## src/rtl/colorspace_pkg.sv

```systemverilog
// Shared colorspace definitions: subpixel width, RGB channel order and the
// serializer state encoding (each emitting state equals its channel index).
package colorspace_pkg;

  localparam int P_SUBPIXEL_DEPTH = 8;

  localparam logic [1:0] CH_R = 2'd0;
  localparam logic [1:0] CH_G = 2'd1;
  localparam logic [1:0] CH_B = 2'd2;

  typedef enum logic [1:0] {
    ST_RED   = CH_R,
    ST_GREEN = CH_G,
    ST_BLUE  = CH_B,
    ST_IDLE  = 2'd3
  } ser_state_e;

endpackage

```

## src/rtl/pixel_fifo.sv

```systemverilog
// Synchronous FIFO with async active-high reset; pointers carry one extra
// wrap bit so full and empty are told apart by the MSB.
module pixel_fifo #(
  parameter int P_WIDTH = 8,
  parameter int P_DEPTH = 4
) (
  input  logic               clk_i,
  input  logic               rst_i,
  input  logic               push_i,
  input  logic [P_WIDTH-1:0] data_i,
  input  logic               pop_i,
  output logic [P_WIDTH-1:0] data_o,
  output logic               full_o,
  output logic               empty_o
);

  localparam int AW = $clog2(P_DEPTH);
  localparam logic [AW:0] PTR_ONE = {{AW{1'b0}}, 1'b1};

  logic [AW:0]        wr_ptr_q, wr_ptr_d;
  logic [AW:0]        rd_ptr_q, rd_ptr_d;
  logic [P_WIDTH-1:0] mem_q [P_DEPTH];
  logic               push_ok_s, pop_ok_s;

  assign empty_o   = (wr_ptr_q == rd_ptr_q);
  assign full_o    = (wr_ptr_q[AW] != rd_ptr_q[AW]) &&
                     (wr_ptr_q[AW-1:0] == rd_ptr_q[AW-1:0]);
  assign push_ok_s = push_i && !full_o;
  assign pop_ok_s  = pop_i && !empty_o;
  assign data_o    = mem_q[rd_ptr_q[AW-1:0]];

  always_comb begin
    wr_ptr_d = wr_ptr_q;
    rd_ptr_d = rd_ptr_q;
    if (push_ok_s) begin
      wr_ptr_d = wr_ptr_q + PTR_ONE;
    end else begin
      wr_ptr_d = wr_ptr_q;
    end
    if (pop_ok_s) begin
      rd_ptr_d = rd_ptr_q + PTR_ONE;
    end else begin
      rd_ptr_d = rd_ptr_q;
    end
  end

  always_ff @(posedge clk_i or posedge rst_i) begin
    if (rst_i) begin
      wr_ptr_q <= {(AW+1){1'b0}};
      rd_ptr_q <= {(AW+1){1'b0}};
    end else begin
      wr_ptr_q <= wr_ptr_d;
      rd_ptr_q <= rd_ptr_d;
    end
  end

  // Storage needs no reset: the pointers alone define what is valid.
  always_ff @(posedge clk_i) begin
    if (push_ok_s) begin
      mem_q[wr_ptr_q[AW-1:0]] <= data_i;
    end
  end

endmodule

```

## src/rtl/gray_rgb_serializer.sv

```systemverilog
// Buffers grayscale pixels and replays each one as a byte-serial R,G,B
// stream (luma replicated, optionally inverted) with valid/ready on both sides.
module gray_rgb_serializer #(
  parameter int P_SUBPIXEL_DEPTH = colorspace_pkg::P_SUBPIXEL_DEPTH,
  parameter int P_FIFO_DEPTH     = 4,
  parameter int P_COUNT_WIDTH    = 16
) (
  input  logic                        I_CLK,
  input  logic                        I_RESET,
  input  logic [P_SUBPIXEL_DEPTH-1:0] I_PIXEL,
  input  logic                        I_VALID,
  output logic                        O_READY,
  input  logic                        I_INVERT,
  output logic [P_SUBPIXEL_DEPTH-1:0] O_SUBPIXEL,
  output logic                        O_VALID,
  input  logic                        I_READY,
  output logic                        O_LAST,
  output logic [P_COUNT_WIDTH-1:0]    O_PIXEL_COUNT
);

  import colorspace_pkg::*;

  localparam logic [P_COUNT_WIDTH-1:0] CNT_ONE = {{(P_COUNT_WIDTH-1){1'b0}}, 1'b1};

  ser_state_e                  state_q, state_d;
  logic [P_SUBPIXEL_DEPTH-1:0] hold_q, hold_d;
  logic [P_SUBPIXEL_DEPTH-1:0] subpixel_q, subpixel_d;
  logic                        valid_q, valid_d;
  logic                        last_q, last_d;
  logic [P_COUNT_WIDTH-1:0]    count_q, count_d;
  logic [P_SUBPIXEL_DEPTH-1:0] fifo_data_s;
  logic                        fifo_full_s, fifo_empty_s;
  logic                        push_s, pop_s;

  assign O_READY       = !fifo_full_s && !I_RESET;
  assign push_s        = I_VALID && O_READY;
  assign O_SUBPIXEL    = subpixel_q;
  assign O_VALID       = valid_q;
  assign O_LAST        = last_q;
  assign O_PIXEL_COUNT = count_q;

  pixel_fifo #(
    .P_WIDTH (P_SUBPIXEL_DEPTH),
    .P_DEPTH (P_FIFO_DEPTH)
  ) u_fifo (
    .clk_i   (I_CLK),
    .rst_i   (I_RESET),
    .push_i  (push_s),
    .data_i  (I_PIXEL),
    .pop_i   (pop_s),
    .data_o  (fifo_data_s),
    .full_o  (fifo_full_s),
    .empty_o (fifo_empty_s)
  );

  // Pops happen from IDLE or on the B handshake, so pixels chain with no bubble.
  always_comb begin
    state_d = state_q;
    pop_s   = 1'b0;
    count_d = count_q;
    case (state_q)
      ST_IDLE: begin
        if (!fifo_empty_s) begin
          pop_s   = 1'b1;
          state_d = ST_RED;
        end else begin
          state_d = ST_IDLE;
        end
      end
      ST_RED: begin
        if (I_READY) state_d = ST_GREEN;
        else         state_d = ST_RED;
      end
      ST_GREEN: begin
        if (I_READY) state_d = ST_BLUE;
        else         state_d = ST_GREEN;
      end
      ST_BLUE: begin
        if (I_READY) begin
          count_d = count_q + CNT_ONE;
          if (!fifo_empty_s) begin
            pop_s   = 1'b1;
            state_d = ST_RED;
          end else begin
            state_d = ST_IDLE;
          end
        end else begin
          state_d = ST_BLUE;
        end
      end
      default: state_d = ST_IDLE;
    endcase

    if (pop_s) begin
      hold_d = I_INVERT ? ~fifo_data_s : fifo_data_s;
    end else begin
      hold_d = hold_q;
    end

    // Outputs are decoded from the next state so they register alongside it.
    valid_d = (state_d != ST_IDLE);
    last_d  = (state_d == ST_BLUE);
    if (state_d == ST_IDLE) begin
      subpixel_d = {P_SUBPIXEL_DEPTH{1'b0}};
    end else begin
      subpixel_d = hold_d;
    end
  end

  always_ff @(posedge I_CLK or posedge I_RESET) begin
    if (I_RESET) begin
      state_q    <= ST_IDLE;
      hold_q     <= {P_SUBPIXEL_DEPTH{1'b0}};
      subpixel_q <= {P_SUBPIXEL_DEPTH{1'b0}};
      valid_q    <= 1'b0;
      last_q     <= 1'b0;
      count_q    <= {P_COUNT_WIDTH{1'b0}};
    end else begin
      state_q    <= state_d;
      hold_q     <= hold_d;
      subpixel_q <= subpixel_d;
      valid_q    <= valid_d;
      last_q     <= last_d;
      count_q    <= count_d;
    end
  end

endmodule

```

## config.mk

```make
export PLATFORM = sky130hd
export DESIGN_NAME = gray_rgb_serializer
export DESIGN_NICKNAME = d
export VERILOG_FILES = /design/src/rtl/colorspace_pkg.sv /design/src/rtl/pixel_fifo.sv /design/src/rtl/gray_rgb_serializer.sv
export SDC_FILE = /design/constraint.sdc
export NUM_CORES = 1
export LEC_CHECK = 0
export BUFFER_PORTS_ARGS = -buffer_cell sky130_fd_sc_hd__buf_2
export CORE_MARGIN = 2
export CORE_UTILIZATION = 57
export CTS_BUF_LIST = sky130_fd_sc_hd__clkbuf_16
export DETAILED_ROUTE_END_ITERATION = 8
export PLACE_DENSITY_LB_ADDON = 0.05
export REMOVE_ABC_BUFFERS = 1
export SLEW_MARGIN = 25
export SYNTH_ARGS = -nofsm -noshare
export SYNTH_HDL_FRONTEND = slang
export SYNTH_SLANG_ARGS = --single-unit
```

## constraint.sdc

```tcl
create_clock -name I_CLK -period 2.1 [get_ports I_CLK]
set_input_delay 0.21 -clock I_CLK [delete_from_list [all_inputs] [get_ports I_CLK]]
set_output_delay 0.21 -clock I_CLK [all_outputs]
set_load 0.02 [all_outputs]
```

==> results.yml <==
run_status:
  status: "completed"
pwr:
  power_density_mw_per_mm2: 1440
  p_sw_share_pct: 31.8
  clkPwrFrac_pct: 29.8
  internal-power_mw: 3.67
  ir_worst_vdd_uv: 795
  power_frac_seq_pct: 39.7
  combPwrFrac_pct: 30.6
  p_leak_nw: 1.66
  p_sw_mw: 1.71
logic_synthesis:
  synth_edf_count: 32
  yosysSeqAreaShare_pct: 64.5
  syn_inst: 205
  synthFlopType: "dfrtp_1"
  synth_seq_cells: 74
  synthArstFlopShare_pct: 56.8
  yosysWarnings: 0
  synth_area_per_cell_um2: 15.2
  synthesis.area_mm2: 0.00312
  ys_types: 37
floorplanning:
  core-area_mm2: 0.00520
  ios: 40
  start_util_pct: 60.0
  die_w_um: 78.0
  rows: 26
  die_area_mm2: 0.00609
  fp.dieH_um: 78.0
critical_path:
  critPathBufInv: 0
  critical_path.cell_chain: "xnor2_1 -> a311oi_4 -> and2_1"
  slowest_delay_ps: 460
  cp.required_ps: 2070
  r2r_cells: 3
  start_kind: "flip-flop"
  crit_slowest_cell: "dfrtp_1"
  critPathMaxFanout: 8
  critical_path_class: "flip-flop to flip-flop"
  critPathArrivalTime_ps: 1840
  cp_top_family: "flip-flops"
  cp_num_cells: 3
  critPathCaptureType: "flip-flop"
grt:
  grt_pass1_wl_mm: 8.77
  grt_start_max_net_pins: 26
  grt_overflow_total: 0
  grtUsageTotal_pct: 19.4
  grt_pass1_vias: 1801
  antenna_found_initial: 0
sta:
  setup_viol: 0
  finalMaxSlewViolations: 0
  hold_violations: 0
  fin_setup_tns_ps: 0
  max_slew_margin_pct: 50.3
  fin_skew_ps: 5.90
  tightest_slew_ps: 745
  period_needed_ps: 1870
  period_share_pct: 88.9
  fmax_mhz: 535
  rsz0062_at_grt: "no"
drt:
  dr.pass1.iters: 4
  vias: 1743
  drt-initial-drc-count: 81
  wl_per_cell_um: 16.1
  wl_mm: 5.30
  post-route-drc-count: 0
  ant_nets: 0
  avgViaCountPerCell: 5.28
layout:
  nets: 274
  seq_area_mm2: 0.00201
  diodes: 0
  fillers: 350
  multiInputGateArea_mm2: 0.00104
  fin_area_mm2: 0.00373
  area_delta_synth_final_pct: 19.4
  drive_above_1_share_pct: 32.3
clock_tree:
  postCtsHoldBufs: 0
  clock-sinks: 74
  tritoncts: "done"
  cts_resized: 0
  path_clk_slew_ps: 60
  clockBufferDepth: 2
  post_cts_buffers: 0
  numCtsBuffers: 9
  clkLatencyLatePin_ps: 330
  cts_max_level: 3
  root_buffer: "clkbuf_16"
place:
  portBuffers: 39
  hpwl_mm: 3.73
  place_area_mm2: 0.00341
  place_congestion: 0.698
worst_hold_path:
  hp-class: "input port to asynchronous set/reset pin"
flow_run:
  drv_cap: 0
## Yosys cell counts, types with 2 or more instances
master,count,area (µm²)
dfrtp_1,40,1000
edfxtp_1,32,961
xnor2_1,23,201
nor2_1,13,48.8
a21o_1,11,82.6
nand2_1,11,41.3
mux4_2,8,180
a21o_2,6,52.6
ha_1,6,75.1
inv_1,6,22.5
xor2_1,5,43.8
nand3_1,4,20.0
nand4_1,4,25.0
and2_1,3,18.8
buf_6,3,33.8
nor3_1,3,15.0
o21ai_0,3,15.0
xor2_2,3,48.8
and3_1,2,12.5
dfstp_2,2,52.6
## sequential cells by signal, summed over array words and instances, names as in the netlist
register         flops
O_LAST               1
O_PIXEL_COUNT       16
O_SUBPIXEL           8
O_VALID              1
hold_q               8
state_q              2
u_fifo.mem_q        32
u_fifo.rd_ptr_q      3
u_fifo.wr_ptr_q      3
## routing by layer
metal,GRT usage [%],wire length (µm)
met4,8.60,80
met5,0,0
met1,27.2,2400
met2,29.2,2620
met3,4.94,199
## worst paths after layout
path,start,end,slack (ps)
max in group asynchronous,I_RESET,u_fifo.rd_ptr_q[0],1460
min reg2reg,hold_q[5],hold_q[5],490
min in group I_CLK,I_PIXEL[1],u_fifo.mem_q[1][1],100
max,u_fifo.rd_ptr_q[0],u_fifo.mem_q[1][2],230
min,I_RESET,u_fifo.wr_ptr_q[0],50
max reg2reg,u_fifo.rd_ptr_q[0],u_fifo.mem_q[1][2],230
## cells in the final DEF (no fill, tap or decap), types with 4 or more instances in the layout
master,count
nand4_1,4
inv_1,7
buf_4,4
nand3_1,4
a21o_1,11
mux4_2,8
edfxtp_1,32
a21o_2,6
nand2_1,11
clkbuf_16,9
xnor2_1,23
ha_1,6
buf_2,39
dfrtp_1,40
nor2_1,13
xor2_1,5
## power by group through the flow
stage | sequential [mW] | combinational (mW) | clock (mW)
6_report | 2.14 | 1.65 | 1.60
5_1_grt | 2.18 | 1.81 | 1.70
4_1_cts | 2.14 | 1.67 | 1.62
3_5_place_dp | 2.16 | 1.65 | 0
3_3_place_gp | 2.13 | 1.59 | 0
2_1_floorplan | 2.31 | 1.03 | 0
## per-stage QoR
step           cells  setup WS (ps)  hold WS, ps  utilization, %  power [mW]
2_1_floorplan    200            106          309               -        3.34
3_3_place_gp     314            293          379            65.5        3.72
3_5_place_dp     314            225          411            65.5        3.82
4_1_cts          330            214         62.0            71.6        5.44
5_1_grt          330            139         93.5            71.6        5.69
6_report         330            232         48.7            71.6        5.39
## cell type report
type,instances,area share (%)
Clock buffer,9,6.04
Sequential cell,74,54.0
Timing Repair Buffer,44,6.58
Clock inverter,7,2.48
Tap cell,70,2.35
Inverter,6,0.604
Multi-Input combinational cell,120,27.9
## cell families (layout without fill, tap and decap cells)
family          count (synthesis)  in the layout  synth area share [%]
buf+inv                        11             66                  2.20
fa+ha+maj                       6              6                  2.40
mux                             9              9                  6.13
flops                          74             74                  64.5
simple gates                   48             48                  7.89
xor+xnor                       32             32                  9.94
compound gates                 25             25                  6.93
Power figures use the tool's default switching activity.
